<file path="src/rtl/fetch_unit_if.sv">
`default_nettype none
// ============================================================================
//  Module   : fetch_unit_if
//  Purpose  : Bundles the fetch unit's ROM handshake and decoder-facing
//             signals into one interface.
//  Ports    : ROM side   - romAddr, romReq (to ROM); romData, romValid (from ROM)
//             Decoder    - stall, jmpEnable, branchEnable, jmpDir, branchDir
//                          (from decoder); instr, instrValid, pc (to decoder)
//  Modports : master - fetch unit view; slave - ROM/decoder environment view
//  Revision : 1.0 - initial release
// ============================================================================
interface fetch_unit_if #(
  parameter int unsigned PC_WIDTH    = 10,
  parameter int unsigned INSTR_WIDTH = 16
);
  // ROM read channel
  logic [PC_WIDTH-1:0]    romAddr;
  logic                   romReq;
  logic [INSTR_WIDTH-1:0] romData;
  logic                   romValid;

  // Decoder feedback
  logic                   stall;
  logic                   jmpEnable;
  logic                   branchEnable;
  logic [PC_WIDTH-1:0]    jmpDir;
  logic [5:0]             branchDir;

  // Decoder feed
  logic [INSTR_WIDTH-1:0] instr;
  logic                   instrValid;
  logic [PC_WIDTH-1:0]    pc;

  modport master (
    output romAddr, romReq, instr, instrValid, pc,
    input  romData, romValid, stall, jmpEnable, branchEnable, jmpDir, branchDir
  );

  modport slave (
    input  romAddr, romReq, instr, instrValid, pc,
    output romData, romValid, stall, jmpEnable, branchEnable, jmpDir, branchDir
  );
endinterface
`default_nettype wire

</file>
<file path="src/rtl/fetch_unit.sv">
`default_nettype none
// ============================================================================
//  Module   : fetch_unit
//  Purpose  : Program counter and instruction fetch. Requests one word from
//             program ROM, presents it to the decoder for one execute cycle,
//             then computes the next fetch address from the decoder's
//             jump/branch requests.
//  Ports    : clk   - system clock, rising edge
//             reset - asynchronous active-high reset
//             bus   - fetch_unit_if.master (ROM handshake + decoder signals)
//  Revision : 1.0 - initial release
// ============================================================================
module fetch_unit #(
  parameter int unsigned             PC_WIDTH    = 10,
  parameter int unsigned             INSTR_WIDTH = 16,
  parameter logic [PC_WIDTH-1:0]     RESET_PC    = '0,
  parameter logic [INSTR_WIDTH-1:0]  NOP_INSTR   = '0
) (
  input  logic          clk,
  input  logic          reset,
  fetch_unit_if.master  bus
);

  typedef enum logic [1:0] {
    ST_BOOT  = 2'd0,
    ST_FETCH = 2'd1,
    ST_EXEC  = 2'd2
  } state_t;

  state_t                 r_state;
  state_t                 w_next_state;

  logic [PC_WIDTH-1:0]    r_romAddr;
  logic [PC_WIDTH-1:0]    r_pc;
  logic [INSTR_WIDTH-1:0] r_instr;
  logic                   r_instrValid;

  logic [PC_WIDTH-1:0]    w_pcInc;
  logic [PC_WIDTH-1:0]    w_branchOff;
  logic [PC_WIDTH-1:0]    w_nextAddr;
  logic                   w_accept;
  logic                   w_advance;

  // A ROM word is taken only while we are actually requesting; romValid in
  // any other state is ignored.
  assign w_accept  = (r_state == ST_FETCH) && bus.romValid;
  assign w_advance = (r_state == ST_EXEC)  && !bus.stall;

  // Branch offsets are relative to the instruction after the branch and wrap
  // modulo 2^PC_WIDTH.
  assign w_pcInc     = r_pc + PC_WIDTH'(1);
  assign w_branchOff = {{(PC_WIDTH-6){bus.branchDir[5]}}, bus.branchDir};

  // Jump has priority over branch.
  always_comb begin
    w_nextAddr = w_pcInc;
    if (bus.jmpEnable) begin
      w_nextAddr = bus.jmpDir;
    end else if (bus.branchEnable) begin
      w_nextAddr = w_pcInc + w_branchOff;
    end
  end

  // --------------------------------------------------------------------------
  // FSM
  // --------------------------------------------------------------------------
  always_ff @(posedge clk or posedge reset) begin
    if (reset) begin
      r_state <= ST_BOOT;
    end else begin
      r_state <= w_next_state;
    end
  end

  always_comb begin
    w_next_state = r_state;
    case (r_state)
      ST_BOOT:  w_next_state = ST_FETCH;
      ST_FETCH: if (bus.romValid) w_next_state = ST_EXEC;
      ST_EXEC:  if (!bus.stall)   w_next_state = ST_FETCH;
      default:  w_next_state = ST_BOOT;
    endcase
  end

  // --------------------------------------------------------------------------
  // Datapath registers
  // --------------------------------------------------------------------------
  always_ff @(posedge clk or posedge reset) begin
    if (reset) begin
      r_romAddr    <= RESET_PC;
      r_pc         <= RESET_PC;
      r_instr      <= NOP_INSTR;
      r_instrValid <= 1'b0;
    end else if (w_accept) begin
      r_instr      <= bus.romData;
      r_pc         <= r_romAddr;
      r_instrValid <= 1'b1;
    end else if (w_advance) begin
      r_romAddr    <= w_nextAddr;
      r_instr      <= NOP_INSTR;
      r_instrValid <= 1'b0;
    end
  end

  // romReq is a pure decode of the state register, so romValid never reaches
  // an output combinationally.
  assign bus.romReq     = (r_state == ST_FETCH);
  assign bus.romAddr    = r_romAddr;
  assign bus.pc         = r_pc;
  assign bus.instr      = r_instr;
  assign bus.instrValid = r_instrValid;

endmodule
`default_nettype wire

</file>
<file path="src/flat_wrapper.sv">
// flat-port wrapper written by rule: the top's interface ports become plain ports
module fetch_unit_flat 
#(
  parameter int unsigned             PC_WIDTH    = 10,
  parameter int unsigned             INSTR_WIDTH = 16,
  parameter logic [PC_WIDTH-1:0]     RESET_PC    = '0,
  parameter logic [INSTR_WIDTH-1:0]  NOP_INSTR   = '0
)
  (clk, reset, bus_romAddr, bus_romReq, bus_instr, bus_instrValid, bus_pc, bus_romData, bus_romValid, bus_stall, bus_jmpEnable, bus_branchEnable, bus_jmpDir, bus_branchDir);
  fetch_unit_if #(.PC_WIDTH(PC_WIDTH), .INSTR_WIDTH(INSTR_WIDTH)) bus_i ();
  input  logic clk;
  input  logic reset;
  output wire logic [$bits(bus_i.romAddr)-1:0] bus_romAddr;
  output wire logic [$bits(bus_i.romReq)-1:0] bus_romReq;
  output wire logic [$bits(bus_i.instr)-1:0] bus_instr;
  output wire logic [$bits(bus_i.instrValid)-1:0] bus_instrValid;
  output wire logic [$bits(bus_i.pc)-1:0] bus_pc;
  input wire logic [$bits(bus_i.romData)-1:0] bus_romData;
  input wire logic [$bits(bus_i.romValid)-1:0] bus_romValid;
  input wire logic [$bits(bus_i.stall)-1:0] bus_stall;
  input wire logic [$bits(bus_i.jmpEnable)-1:0] bus_jmpEnable;
  input wire logic [$bits(bus_i.branchEnable)-1:0] bus_branchEnable;
  input wire logic [$bits(bus_i.jmpDir)-1:0] bus_jmpDir;
  input wire logic [$bits(bus_i.branchDir)-1:0] bus_branchDir;
  assign bus_romAddr = bus_i.romAddr;
  assign bus_romReq = bus_i.romReq;
  assign bus_instr = bus_i.instr;
  assign bus_instrValid = bus_i.instrValid;
  assign bus_pc = bus_i.pc;
  assign bus_i.romData = bus_romData;
  assign bus_i.romValid = bus_romValid;
  assign bus_i.stall = bus_stall;
  assign bus_i.jmpEnable = bus_jmpEnable;
  assign bus_i.branchEnable = bus_branchEnable;
  assign bus_i.jmpDir = bus_jmpDir;
  assign bus_i.branchDir = bus_branchDir;
  fetch_unit #(.PC_WIDTH(PC_WIDTH), .INSTR_WIDTH(INSTR_WIDTH), .RESET_PC(RESET_PC), .NOP_INSTR(NOP_INSTR)) u_core (.clk(clk), .reset(reset), .bus(bus_i));
endmodule
</file>
<file path="config.mk">
export PLATFORM = sky130hd
export DESIGN_NAME = fetch_unit_flat
export DESIGN_NICKNAME = d
export VERILOG_FILES = /design/src/rtl/fetch_unit_if.sv /design/src/rtl/fetch_unit.sv /design/src/flat_wrapper.sv
export SDC_FILE = /design/constraint.sdc
export NUM_CORES = 1
export LEC_CHECK = 0
export ABC_AREA = 0
export CORE_UTILIZATION = 45
export CTS_CLUSTER_DIAMETER = 150
export CTS_CLUSTER_SIZE = 8
export DETAILED_ROUTE_END_ITERATION = 10
export GPL_TIMING_DRIVEN = 0
export PLACE_DENSITY = 0.8
export SYNTH_ARGS = -nofsm -noshare
export SYNTH_HDL_FRONTEND = slang
export SYNTH_SLANG_ARGS = --single-unit
</file>
<file path="constraint.sdc">
create_clock -name clk -period 3 [get_ports clk]
set_input_delay 0.9 -clock clk [delete_from_list [all_inputs] [get_ports clk]]
set_output_delay 0.9 -clock clk [all_outputs]
set_load 0.02 [all_outputs]
</file>
==> results.sh <==
export IMPL_status="completed"
export IMPL_antenna_cells_inserted=0
export IMPL_worst_ep_required_time_ns=3.22
export IMPL_clockBufferDepth=2
export IMPL_drtIter0Drc=163
export IMPL_crit_type="primary input to register"
export IMPL_postSynth_asyncResetShare_pct=100
export IMPL_cts_made_buffers=5
export IMPL_wire_length_of_the_first_global_routing_pass_mm=9.50
export IMPL_syn_instance_count=212
export IMPL_yosysTopAreaCellShare_pct=44.5
export IMPL_detail_route_wl_per_cell_um=16.4
export IMPL_slew_viol_final=0
export IMPL_dr_max_layer_used="met4"
export IMPL_post_route_period_util_pct=97.4
export IMPL_maximum_number_of_pins_on_one_net_before_global_route_repair=40
export IMPL_finalHoldWorstSlack_ns=0.477
export IMPL_hp_start="u_core.bus.instrValid"
export IMPL_final_worst_setup_slack_ns=0.0765
export IMPL_row_count=25
export IMPL_drive_gt1_share_pct=9.46
export IMPL_ys_seq_area_share_pct=44.5
export IMPL_synth_ff_latch_count=39
export IMPL_yosysUniqueCellTypes=42
export IMPL_timing_reg2reg_setup_slack_ns=0.17
export IMPL_worst_r2r_startpoint="u_core.bus.pc[1]"
export IMPL_edff_count_synth=0
export IMPL_fmaxAchievable_mhz=342
export IMPL_ys_top_cells_by_area="sky130_fd_sc_hd__dfrtp_1 44%, sky130_fd_sc_hd__a22o_1 6.8%, sky130_fd_sc_hd__ha_1 5.7%, sky130_fd_sc_hd__mux2_2 5.1%, sky130_fd_sc_hd__xnor2_1 3.6%"
export IMPL_place_hpwl_mm=4.23
export IMPL_floorplan_die_area_um2=5160
export IMPL_route_final_wire_length_mm=5.75
export IMPL_crit_slowest_cell="sky130_fd_sc_hd__fa_1"
export IMPL_routedLengthMet1_mm=2.60
export IMPL_holdCritPathClass="register to register"
export IMPL_maxCapViolations=0
export IMPL_layout_commonest_cell="sky130_fd_sc_hd__clkdlybuf4s50_1"
export IMPL_chipWidth_um=71.8
export IMPL_worst_path_max_fanout=3
export IMPL_tritoncts_clock_tree="done"
export IMPL_finalSetupViolations=0
export IMPL_synth_flop_type="sky130_fd_sc_hd__dfrtp_1"
export IMPL_skew_ns=0.00564
export IMPL_clock_tree_root_buffer_cell="sky130_fd_sc_hd__clkbuf_8"
export IMPL_met2_length_mm=2.71
export IMPL_io_pins=76
export IMPL_setup_worst_path_start_class="primary input"
export IMPL_fin_util_pct=66.4
export IMPL_max_slew_margin_pct=47.1
export IMPL_clkSlewWorstSetupHoldPaths_ns=0.08
export IMPL_place_ws_ns=-0.296
export IMPL_floorplan_core_area_um2=4690
export IMPL_met3_length_um=403
export IMPL_post_cts_hold_buffer_count=0
export IMPL_gp_congestion=0.885
export IMPL_ant_nets=0
export IMPL_drt_pass1_iter_count=4
export IMPL_floorplan_initialDensity_pct=46.8
export IMPL_holdPathEnd="u_core.bus.instrValid"
export IMPL_postSynthNetCount=261
export IMPL_total_leakage_power_uw=0.00132
export IMPL_clk_latency_ns=0.29
export IMPL_mappedNetlistArea_um2=2190
export IMPL_setup_worst_path_end_class="register"
export IMPL_peakVddDrop_uv=524
export IMPL_grt_overflow_total=0
export IMPL_vias_per_cell=5.78
export IMPL_timing_worst_slew_pin_value_ns=0.792
export IMPL_worst_path_cell_chain="clkdlybuf4s50_1, ha_1, fa_1, a21o_1, a211o_1, a21oi_2, mux2_2, a21oi_1"
export IMPL_chipHeight_um=71.8
export IMPL_tritoncts_num_sinks=39
export IMPL_synth_top_area_cell="sky130_fd_sc_hd__dfrtp_1"
export IMPL_area_growth_synth_to_final_pct=41.9
export IMPL_antenna_found_initial=0
export IMPL_yosysWarningCount=0
export IMPL_layout_nets=344
export IMPL_post_layout_nonfiller_instances=350
export IMPL_powerDensity_nw_per_um2=1040
export IMPL_timing_final_crit_period_ns=2.92
export IMPL_timing_critical_path_arrival_ns=3.14
export IMPL_reg2regPathDepth=9
export IMPL_min_delay_path_depth=1
export IMPL_max_stage_delay_ns=0.42
export IMPL_dr_total_vias=2024
export IMPL_synth_avg_cell_area_um2=10.4
export IMPL_placed_cells_incl_taps=341
export IMPL_finalHoldViolations=0
export IMPL_layout_cells_most_common_list="75 x sky130_fd_sc_hd__clkdlybuf4s50_1, 38 x sky130_fd_sc_hd__dfrtp_1, 17 x sky130_fd_sc_hd__nor2_1, 17 x sky130_fd_sc_hd__a22o_1, 13 x sky130_fd_sc_hd__o21ai_0"
export IMPL_h_tree_depth=2
export IMPL_drc=0
export IMPL_timing_rr_end="u_core.bus.romAddr[9]"
export IMPL_number_of_global_route_vias_before_repair=1967
export IMPL_numPortBuffers=75
export IMPL_grt_total_usage_pct=23.8
==> critical path, delay by kind of cell <==
family,cells,cell delay (ns)
mux,1,0.36
buf+inv,1,0.41
compound gates,4,0.81
fa+ha+maj,2,0.67
==> worst max path at each step <==
stage                                 from               endpoint  slack [ns]  depth (start not counted)
after floorplan           bus_branchDir[0]  u_core.bus.romAddr[6]        0.31                          7
after global placement    bus_branchDir[0]  u_core.bus.romAddr[6]       -0.31                          8
after detailed placement  bus_branchDir[0]  u_core.bus.romAddr[6]       -0.30                          8
after CTS                 bus_branchDir[5]  u_core.bus.romAddr[7]        0.05                          7
after global routing      bus_branchDir[0]  u_core.bus.romAddr[6]     -0.0008                          8
final                     bus_branchDir[0]  u_core.bus.romAddr[6]        0.08                          8
==> registers in the layout (all words and copies together), names as in the netlist <==
signal and count:
u_core.r_state 2, u_core.bus.instrValid 1, u_core.bus.instr 16, u_core.bus.romAddr 10
u_core.bus.pc 10
==> where the power goes <==
part / switching (uW) / internal [uW]
sequential: 235 / 768
clock: 186 / 162
combinational: 946 / 941
==> logic make-up after synthesis <==
group | after synthesis | synth area share (%)
XOR/XNOR | 11 | 4.39
buffers and inverters | 13 | 2.45
AND/OR/NAND/NOR | 60 | 14.3
AO/OA/AOI/OAI | 66 | 21.8
adder cells (fa/ha/maj) | 11 | 6.61
multiplexers | 12 | 6.04
flip-flops | 39 | 44.5
==> Yosys cell counts, drive strengths merged (4+ instances only) <==
library cell and n:
xnor2 9, a211oi 4, a21o 4, inv 5
a22o 17, mux2 10, nand3 5, buf 5
a21oi 11, nand2 12, ha 10, dfrtp 39
and3 4, nor2 17, o21ai 13
==> through the flow <==
step	total power, uW	instance area (um2)	setup TNS (ns)
2_1_floorplan	2100	2190	0
3_3_place_gp	2820	3010	-0.779
3_5_place_dp	2860	3010	-0.887
4_1_cts	3230	3100	0
5_1_grt	3470	3110	-0.000769
6_report	3240	3110	0
==> final cells by class <==
cell class | count | area, um2
multi-input combinational | 160 | 1170
fill | 394 | 1580
buffer | 8 | 35.0
clock inverter | 2 | 12.5
sequential | 39 | 977
inverter | 5 | 18.8
timing repair buffer | 76 | 758
clock buffer | 6 | 72.6
tap | 54 | 67.6
==> layer usage <==
metal	track usage, %	vias up
met5	0	-
met4	8.50	0
met3	4.08	6
met2	36.1	93
met1	34.6	960
li1	-	965
==> repair_timing <==
action / 4_1_cts / 5_1_grt
pin swaps: 0 / 1
buffers inserted: 0 / 1
gates resized for setup: 1 / 2
setup endpoints to repair: 1 / 3
No activity file was read; power rests on OpenSTA's default activity.
